--- config.mk ---
export PLATFORM = sky130hd
export DESIGN_NAME = ltssm_substate_sequencer_flat
export DESIGN_NICKNAME = d
export VERILOG_FILES = /design/src/rtl/ltssm_substate_sequencer_if.sv /design/src/rtl/ltssm_substate_sequencer.sv /design/src/flat_wrapper.sv
export SDC_FILE = /design/constraint.sdc
export NUM_CORES = 1
export LEC_CHECK = 0
export ABC_AREA = 0
export BUFFER_PORTS_ARGS = -buffer_cell sky130_fd_sc_hd__buf_2
export CAP_MARGIN = 5
export CORE_ASPECT_RATIO = 0.6
export CORE_MARGIN = 3
export CORE_UTILIZATION = 30
export DETAILED_ROUTE_END_ITERATION = 8
export GPL_ROUTABILITY_DRIVEN = 0
export HOLD_SLACK_MARGIN = 0.08
export PLACE_DENSITY = 0.54
export SETUP_SLACK_MARGIN = 0.1
export SLEW_MARGIN = 10
export SYNTH_ARGS = -nofsm -noshare
export SYNTH_HDL_FRONTEND = slang
export SYNTH_SLANG_ARGS = --single-unit
--- constraint.sdc ---
create_clock -name clk -period 2.85 [get_ports clk]
set_input_delay 0.4275 -clock clk [delete_from_list [all_inputs] [get_ports clk]]
set_output_delay 0.4275 -clock clk [all_outputs]
set_load 0.05 [all_outputs]
--- src/rtl/ltssm_substate_sequencer_if.sv ---
// Sequencer <-> Rx/Tx sub-LTSSM signal bundle.
// The master is the sequencer; the slave side is the Rx/Tx pair plus control.
interface ltssm_substate_sequencer_if;
  logic       forceDetect;
  logic       rxFinish;
  logic [4:0] rxExitTo;
  logic       txFinish;
  logic [2:0] trainToGen;
  logic [4:0] substate;
  logic       startRx;
  logic       startTx;
  logic [2:0] gen;
  logic       linkUp;
  logic       errPulse;

  modport master (
    input  forceDetect, rxFinish, rxExitTo, txFinish, trainToGen,
    output substate, startRx, startTx, gen, linkUp, errPulse
  );

  modport slave (
    output forceDetect, rxFinish, rxExitTo, txFinish, trainToGen,
    input  substate, startRx, startTx, gen, linkUp, errPulse
  );
endinterface

--- src/rtl/ltssm_substate_sequencer.sv ---
// Top-level LTSSM sequencer: launches each substate on the Rx/Tx sub-LTSSMs,
// joins their finish handshakes, tracks gen and falls back to Detect.Quiet on errors.
module ltssm_substate_sequencer #(
  parameter int TIMEOUT_CYCLES = 1024,
  parameter int MAX_GEN        = 3
) (
  input  logic                          clk,
  input  logic                          reset,
  ltssm_substate_sequencer_if.master    bus
);

  localparam logic [4:0]  SUB_DETECT_QUIET = 5'd0;
  localparam logic [4:0]  SUB_L0           = 5'd10;
  localparam logic [4:0]  SUB_REC_SPEED    = 5'd12;
  localparam logic [4:0]  SUB_MAX_LEGAL    = 5'd14;
  localparam logic [2:0]  GEN_DEFAULT      = 3'd1;
  localparam logic [2:0]  MAX_GEN_L        = (MAX_GEN > 7) ? 3'd7 : 3'(MAX_GEN);
  localparam logic [15:0] WDOG_LAST        = 16'(TIMEOUT_CYCLES - 1);

  typedef enum logic {ST_LAUNCH, ST_WAIT} seqState_e;

  seqState_e   stateReg, stateNext;
  logic [4:0]  substateReg, substateNext;
  logic [2:0]  genReg, genNext;
  logic        rxDoneReg, rxDoneNext;
  logic        txDoneReg, txDoneNext;
  logic [4:0]  nextSubReg, nextSubNext;
  logic [15:0] wdogReg, wdogNext;
  logic        startReg, startNext;
  logic        errReg, errNext;
  logic        linkUpReg, linkUpNext;

  logic        joinNow;
  logic [4:0]  joinTarget;
  logic        genReqOk;

  // A finish arriving in the join cycle itself counts, and its exitTo beats the latched one.
  assign joinNow    = (rxDoneReg | bus.rxFinish) & (txDoneReg | bus.txFinish);
  assign joinTarget = bus.rxFinish ? bus.rxExitTo : nextSubReg;
  assign genReqOk   = (bus.trainToGen != 3'd0) && (bus.trainToGen <= MAX_GEN_L);

  always_comb begin
    stateNext    = stateReg;
    substateNext = substateReg;
    genNext      = genReg;
    rxDoneNext   = rxDoneReg;
    txDoneNext   = txDoneReg;
    nextSubNext  = nextSubReg;
    wdogNext     = wdogReg;
    startNext    = 1'b0;
    errNext      = 1'b0;

    if (bus.forceDetect) begin
      substateNext = SUB_DETECT_QUIET;
      genNext      = GEN_DEFAULT;
      stateNext    = ST_LAUNCH;
    end else begin
      case (stateReg)
        ST_LAUNCH: begin
          startNext  = 1'b1;
          rxDoneNext = 1'b0;
          txDoneNext = 1'b0;
          wdogNext   = 16'd0;
          stateNext  = ST_WAIT;
        end
        ST_WAIT: begin
          if (bus.rxFinish) begin
            rxDoneNext  = 1'b1;
            nextSubNext = bus.rxExitTo;
          end
          if (bus.txFinish) begin
            txDoneNext = 1'b1;
          end
          if (joinNow) begin
            stateNext = ST_LAUNCH;
            if (joinTarget > SUB_MAX_LEGAL) begin
              substateNext = SUB_DETECT_QUIET;
              genNext      = GEN_DEFAULT;
              errNext      = 1'b1;
            end else begin
              substateNext = joinTarget;
              if (substateReg == SUB_REC_SPEED && genReqOk) begin
                genNext = bus.trainToGen;
              end
            end
          end else if (substateReg != SUB_L0) begin
            // L0 is allowed to sit indefinitely; every other substate is watched.
            if (wdogReg == WDOG_LAST) begin
              substateNext = SUB_DETECT_QUIET;
              genNext      = GEN_DEFAULT;
              errNext      = 1'b1;
              stateNext    = ST_LAUNCH;
            end else begin
              wdogNext = wdogReg + 16'd1;
            end
          end
        end
        default: stateNext = ST_LAUNCH;
      endcase
    end

    linkUpNext = (substateNext == SUB_L0);
  end

  always_ff @(posedge clk) begin
    if (reset) begin
      stateReg    <= ST_LAUNCH;
      substateReg <= SUB_DETECT_QUIET;
      genReg      <= GEN_DEFAULT;
      rxDoneReg   <= 1'b0;
      txDoneReg   <= 1'b0;
      nextSubReg  <= SUB_DETECT_QUIET;
      wdogReg     <= 16'd0;
      startReg    <= 1'b0;
      errReg      <= 1'b0;
      linkUpReg   <= 1'b0;
    end else begin
      stateReg    <= stateNext;
      substateReg <= substateNext;
      genReg      <= genNext;
      rxDoneReg   <= rxDoneNext;
      txDoneReg   <= txDoneNext;
      nextSubReg  <= nextSubNext;
      wdogReg     <= wdogNext;
      startReg    <= startNext;
      errReg      <= errNext;
      linkUpReg   <= linkUpNext;
    end
  end

  assign bus.substate = substateReg;
  assign bus.gen      = genReg;
  assign bus.startRx  = startReg;
  assign bus.startTx  = startReg;
  assign bus.errPulse = errReg;
  assign bus.linkUp   = linkUpReg;

endmodule
--- src/flat_wrapper.sv ---
// flat-port wrapper written by rule: the top's interface ports become plain ports
module ltssm_substate_sequencer_flat 
#(
  parameter int TIMEOUT_CYCLES = 1024,
  parameter int MAX_GEN        = 3
)
  (clk, reset, bus_forceDetect, bus_rxFinish, bus_rxExitTo, bus_txFinish, bus_trainToGen, bus_substate, bus_startRx, bus_startTx, bus_gen, bus_linkUp, bus_errPulse);
  ltssm_substate_sequencer_if bus_i ();
  input  logic clk;
  input  logic reset;
  input wire logic [$bits(bus_i.forceDetect)-1:0] bus_forceDetect;
  input wire logic [$bits(bus_i.rxFinish)-1:0] bus_rxFinish;
  input wire logic [$bits(bus_i.rxExitTo)-1:0] bus_rxExitTo;
  input wire logic [$bits(bus_i.txFinish)-1:0] bus_txFinish;
  input wire logic [$bits(bus_i.trainToGen)-1:0] bus_trainToGen;
  output wire logic [$bits(bus_i.substate)-1:0] bus_substate;
  output wire logic [$bits(bus_i.startRx)-1:0] bus_startRx;
  output wire logic [$bits(bus_i.startTx)-1:0] bus_startTx;
  output wire logic [$bits(bus_i.gen)-1:0] bus_gen;
  output wire logic [$bits(bus_i.linkUp)-1:0] bus_linkUp;
  output wire logic [$bits(bus_i.errPulse)-1:0] bus_errPulse;
  assign bus_i.forceDetect = bus_forceDetect;
  assign bus_i.rxFinish = bus_rxFinish;
  assign bus_i.rxExitTo = bus_rxExitTo;
  assign bus_i.txFinish = bus_txFinish;
  assign bus_i.trainToGen = bus_trainToGen;
  assign bus_substate = bus_i.substate;
  assign bus_startRx = bus_i.startRx;
  assign bus_startTx = bus_i.startTx;
  assign bus_gen = bus_i.gen;
  assign bus_linkUp = bus_i.linkUp;
  assign bus_errPulse = bus_i.errPulse;
  ltssm_substate_sequencer #(.TIMEOUT_CYCLES(TIMEOUT_CYCLES), .MAX_GEN(MAX_GEN)) u_core (.clk(clk), .reset(reset), .bus(bus_i));
endmodule
# Word level (Yosys, flattened, before mapping)
# Cells that the tools add are included.
# classes
n_addsub	1
mul	0
div	0
magnitude_cmp	2
n_eq_ne	10
shifts	0
muxes	29
bitwise	5
reduce_logical	12
# ops
operator	count
2-to-1 mux 16 bit	3
2-to-1 mux 5 bit	7
one-hot mux 16 bit (2 select lines)	1
adder 16 x 1 -> 16 bit (second input constant)	1
== test 16 x 10 -> 1 bit (second input constant)	1
2-to-1 mux 3 bit	5
== test 5 x 4 -> 1 bit (second input constant)	2
2-to-1 mux 1 bit	10
inequality test 2 bit (second input constant)	5
AND reduction 4 bit	2
one-hot mux 1 bit (2 select lines)	3
AND reduction 2 bit	3
> comparator 5 x 4 -> 1 bit (second input constant)	1
inequality test 5 x 4 -> 1 bit (second input constant)	1
nonzero test 2 bit	2
<= comparator 3 x 2 -> 1 bit (second input constant)	1
inequality test 3 bit (second input constant)	1
nonzero test 3 bit	1
OR reduction 3 bit	1
logical AND 1 bit	2
inverter 1 bit	2
bitwise OR 1 bit	2
OR reduction 2 bit	1
bitwise AND 1 bit	1
# word_totals
reg_bits	35
latchBits	0
mem_bits_rw	0
romBits	0
in_bits	13
output_inout_bits	12
wordCells	69
memories	0

# Depth between registers and ports, before layout
# depth
word_depth	7
ltp_mapped	8
ltp_nobuf	6

# Worst setup path after synthesis
# No wires, ideal clock.
# synth_path
path_kind	register to register
startpoint	register u_core.substateReg[2], in the netlist u_core.bus.substate[2]
endpoint	register u_core.genReg[0], in the netlist u_core.bus.gen[0]
setup_time_ns	0.122
arrival_ns	2.292
required_time_ns	2.728
path_slack_ns	0.436
path_stages_with_launch	5
n_path_buf	0
synth_period_minus_slack_ns	2.414
cell_sequence	dfxtp_1 or4b_1 or4_1 or4b_4 o32a_1
# synth_via
elab_chain_len	4
word_cells_on_any_way	6
classes_between	3 x eq/ne; 3 x reduce/logical
# synth_lines
item	line_no	source
start: declaration	ltssm_substate_sequencer.sv:23	logic [4:0] substateReg, substateNext;
start signal: assignment	ltssm_substate_sequencer.sv:119	substateReg <= substateNext;
== test 5 x 4 -> 1 bit	ltssm_substate_sequencer.sv:82	if (substateReg == SUB_REC_SPEED && genReqOk) begin
logical AND 1 bit	ltssm_substate_sequencer.sv:82	
inequality test 3 bit (no line)	--	
AND reduction 4 bit (no line) *	--	
end signal: assignment	ltssm_substate_sequencer.sv:120	genReg <= genNext;
end: declaration	ltssm_substate_sequencer.sv:24	logic [2:0] genReg, genNext;
# Every way passes the cells marked *; elsewhere a longest branch is shown, timed or not.
# A chain may end at the register's enable or synchronous reset.

# Worst setup path in the final report
# layout_path
startpoint	register u_core.wdogReg[12]
endpoint	register u_core.genReg[0], in the netlist u_core.bus.gen[0]
# layout_via
elab_chain_len	3
# layout_lines
item	line_no	source
start: declaration	ltssm_substate_sequencer.sv:28	logic [15:0] wdogReg, wdogNext;
start signal: assignment	ltssm_substate_sequencer.sv:124	wdogReg <= wdogNext;
== test 16 x 10 -> 1 bit	ltssm_substate_sequencer.sv:88	if (wdogReg == WDOG_LAST) begin
nonzero test 2 bit (no line)	--	
AND reduction 4 bit (no line)	--	
# No other way between the ends.

==> Implementation_results.wiki <==
{| class="wikitable"
! Metric !! Value
|-
| Post-synthesis instance area || 1743 um2
|-
| Most used cells in the layout excluding fill and tap cells || sky130_fd_sc_hd__dfxtp_1, sky130_fd_sc_hd__nand2_1, sky130_fd_sc_hd__buf_2
|-
| # H-tree levels || 2
|-
| Number of antenna violations at the first check in global routing || 0
|-
| Area share of and/or/nand/nor cells after synthesis || 31.73%
|-
| Synthesized-area fraction occupied by ao, oa, aoi and oai cells || 20.24%
|-
| Maximum resistive drop on vdd || 157.5 uV
|-
| Worst setup startpoint || u_core.wdogReg[12]
|-
| Synth Net Count || 223
|-
| Layout cells sized above 1 || 20.35%
|-
| Yosys synthesis warning count || 0
|-
| Worst flop-to-flop path endpoint || u_core.bus.gen[0]
|-
| Accumulated negative setup slack || 0 ns
|-
| Pleak || 0.7055 nW
|-
| Post-layout minimum cycle time || 2.368 ns
|-
| Flop2flop setup slack || 0.48 ns
|-
| End of the critical path || u_core.bus.gen[0]
|-
| Ratio of routed vias to standard cells || 5.127
|-
| Fmax achieved || 0.4223 GHz
|-
| Grt total ovfl || 0
|-
| Launch instance of the worst register-to-register path || u_core.wdogReg[12]
|-
| Chip Width || 104.4 um
|-
| Total inserted antenna cells || 0
|-
| Number of nets in the finished design || 244
|-
| Critical-path cell with the highest stage delay || sky130_fd_sc_hd__or4b_4
|-
| Classification of the worst-slack hold path || input port to flop
|-
| WHS || 0.4078 ns
|-
| Count of vias placed by the detailed router || 1579
|-
| Post-CTS setup-driven buffer insertion count || 0
|-
| Clock Sink Count || 35
|-
| Endpoint type of the worst setup path || flop
|-
| Worst reg2reg path depth || 5
|-
| Critical Path Stages || 5
|-
| Clock insertion delay at the later pin of the skew report || 0.28 ns
|-
| Worst path top cell family by delay || simple AND/OR/NAND/NOR gates
|-
| Area added between synthesis and finish || 15.15%
|-
| Total of endpoints with negative setup slack in the final report || 0
|-
| Total core area || 5330 um2
|-
| Overall Power || 0.9851 mW
|-
| Overall track demand over capacity in global routing || 13.20%
|-
| Biggest area consumer among synthesized cells || sky130_fd_sc_hd__dfxtp_1
|-
| Worst Tran Pin Value || 0.7989 ns
|-
| WP buf/inv || 0
|-
| Clock buffer count from CTS || 5
|-
| Synthesized instance count || 209
|-
| Crit start category || flop
|-
| Status || finished, final reports clean
|-
| CTS resizes || 0
|-
| Routed Wire Length || 4378 um
|-
| Final-report hold violation count || 0
|-
| Vert. Die Dim || 65.04 um
|-
| Crit path cell chain || or4_4 -> nor4_4 -> o21ai_4 -> or4b_4 -> o32a_1
|-
| First-pass GRT wire length || 7044 um
|-
| Detail-routed net length per standard cell || 14.21 um
|-
| Largest family of logic cells by synthesized area || simple AND/OR/NAND/NOR gates
|-
| Post-Synthesis Mean Instance Area || 8.339 um2
|-
| Number of hold buffers added after cts || 0
|-
| Cell types with the largest area share after synthesis || sky130_fd_sc_hd__dfxtp_1, sky130_fd_sc_hd__a21oi_1, sky130_fd_sc_hd__nand2_1
|-
| Power per standard cell area || 490.8 nW/um2
|-
| XOR/XNOR Fraction of Synth Area || 0%
|-
| Initial standard-cell utilization of the core || 32.70%
|-
| Remaining max-slew budget at the tightest pin || 45.99%
|-
| Internal power || 0.7403 mW
|-
| EDFF count, synth || 0
|-
| Starting DRT DRC Count || 146
|-
| Number of standard-cell rows in the floorplan || 20
|-
| Worst path max stage delay || 0.57 ns
|-
| Hpwl dp || 3196 um
|-
| Max-cap violations || 0
|-
| Share of synthesized flip-flops with an asynchronous set or reset || 0%
|-
| Clk pwr share || 40.9%
|-
| Port Buffers || 24
|-
| Fin. max-slew vios || 0
|-
| Maximum number of pins on one net before global-route repair || 31
|-
| CP Max Fanout || 8
|-
| Most common cell after layout, fill and taps aside || sky130_fd_sc_hd__dfxtp_1
|-
| Max Buffers Root-to-Sink || 2
|-
| TritonCTS clock tree || done
|-
| Share of total power consumed by net switching || 24.85%
|-
| Mux cell area share after synthesis || 1.938%
|-
| Worst clock skew || 0.005062 ns
|-
| Fraction of power consumed by combinational cells || 8.3%
|-
| Kind of critical path || flop to flop
|-
| Required time at the worst-slack endpoint || 3.02 ns
|-
| Number of flip-flops and latches in the synthesized netlist || 35
|-
| Area fraction of the dominant cell type after synthesis || 40.20%
|-
| Adder and majority cell fraction of the synthesized area || 0.7179%
|-
| Vias in the first global route || 1383
|-
| Power spent charging and discharging nets || 0.2448 mW
|-
| Period utilisation layout || 83.09%
|-
| Post-synthesis sequential area ratio || 40.20%
|-
| Antenna violation net count after detailed routing || 0
|-
| Main synth FF type || sky130_fd_sc_hd__dfxtp_1
|-
| RSZ-0062 raised after global routing || no
|-
| CTS root buf || sky130_fd_sc_hd__clkbuf_8
|-
| Sequential fraction of design power || 50.8%
|-
| Clock-pin transition on the worst setup and hold timing paths || 0.07 ns
|-
| Detailed Routing Iterations Pass 1 || 4
|-
| Num ports || 25
|-
| Die ar. || 6790 um2
|-
| Drc violations || 0
|-
| Post-synth cell types || 48
|-
| Critical path arrival || 2.54 ns
|}
-- area by class of cell --
| cell class | count | area, um2 |
|---|---|---|
| fill | 570 | 3323 |
| sequential | 35 | 700.7 |
| inverter | 6 | 22.52 |
| clock buffer | 8 | 100.1 |
| tap | 77 | 96.34 |
| multi-input combinational | 156 | 952.2 |
| timing repair buffer | 26 | 135.1 |
-- per-layer routing --
layer | routed length (um) | global-route usage (%) | vias up | part of all wire [%]
li1 | - | - | 818 | -
met1 | 2578 | 21.18 | 723 | 59
met4 | 23 | 3.483 | 0 | 0.53
met3 | 225 | 4.478 | 4 | 5.1
met2 | 1550 | 15.68 | 34 | 35
met5 | 0 | 0 | - | 0
-- state kept, by name, indices dropped and copies added (netlist names), 3 cells and up --
name	count
u_core.wdogReg	16
u_core.nextSubReg	5
u_core.bus.substate	5
u_core.bus.gen	3
-- power groups by stage --
stage / Clock, mW / Sequential (mW) / Combinational, mW
after detailed placement: 0 / 0.512 / 0.0808
after floorplan: 0 / 0.513 / 0.0579
after global placement: 0 / 0.512 / 0.0803
final: 0.403 / 0.501 / 0.0818
after CTS: 0.413 / 0.500 / 0.0811
after global routing: 0.437 / 0.501 / 0.0904
-- per-stage QoR --
| stage | instance area [um2] | instances | setup WS, ns | utilization (%) |
|---|---|---|---|---|
| 6_report | 2007 | 308 | 0.4818 | 37.65 |
| 5_1_grt | 2007 | 308 | 0.3691 | 37.65 |
| 4_1_cts | 2007 | 308 | 0.4857 | 37.65 |
| 3_5_place_dp | 1907 | 300 | 0.4765 | 35.77 |
| 3_3_place_gp | 1907 | 300 | 0.4961 | 35.77 |
| 2_1_floorplan | 1743 | 209 | 0.4364 | - |
-- Yosys cell counts, types with 2 or more instances --
master / count
sky130_fd_sc_hd__inv_1: 6
sky130_fd_sc_hd__or2_2: 3
sky130_fd_sc_hd__o22ai_1: 3
sky130_fd_sc_hd__o31ai_1: 4
sky130_fd_sc_hd__o21ai_0: 7
sky130_fd_sc_hd__nor3_1: 3
sky130_fd_sc_hd__or4_1: 7
sky130_fd_sc_hd__nand2_1: 26
sky130_fd_sc_hd__dfxtp_1: 35
sky130_fd_sc_hd__and3_1: 4
sky130_fd_sc_hd__nor4b_1: 2
sky130_fd_sc_hd__nor2b_1: 3
sky130_fd_sc_hd__mux2_2: 3
sky130_fd_sc_hd__clkbuf_1: 7
sky130_fd_sc_hd__a21oi_1: 20
sky130_fd_sc_hd__a32oi_1: 2
sky130_fd_sc_hd__o211ai_1: 4
sky130_fd_sc_hd__or3_1: 8
sky130_fd_sc_hd__nand4_1: 6
sky130_fd_sc_hd__buf_4: 3
sky130_fd_sc_hd__nand3_1: 11
sky130_fd_sc_hd__nor2_1: 16
-- cells by family (layout without fill, tap and decap cells) --
family                   count (synthesis)  in the layout
AND/OR/NAND/NOR                         99             99
AO/OA/AOI/OAI                           53             53
flip-flops                              35             35
buffers and inverters                   18             40
multiplexers                             3              3
adder cells (fa/ha/maj)                  1              1
-- worst min path at each step --
stage	cells past startpoint	slack, ns	end	start
finish	3	0.41	u_core.bus.gen[1]	bus_trainToGen[1]
global route	3	0.42	u_core.bus.gen[1]	bus_trainToGen[1]
CTS	3	0.40	u_core.bus.gen[1]	bus_trainToGen[1]
detailed placement	2	0.42	u_core.bus.gen[2]	u_core.bus.gen[2]
global placement	2	0.41	u_core.bus.gen[2]	u_core.bus.gen[2]
floorplan	2	0.44	u_core.nextSubReg[4]	u_core.nextSubReg[4]
-- tightest hold or removal path, cell delays in order --
cell                      delay (ns)
sky130_fd_sc_hd__buf_2          0.10
sky130_fd_sc_hd__nand2_1        0.05
sky130_fd_sc_hd__o22ai_1        0.06
Power figures use the tool's default switching activity.
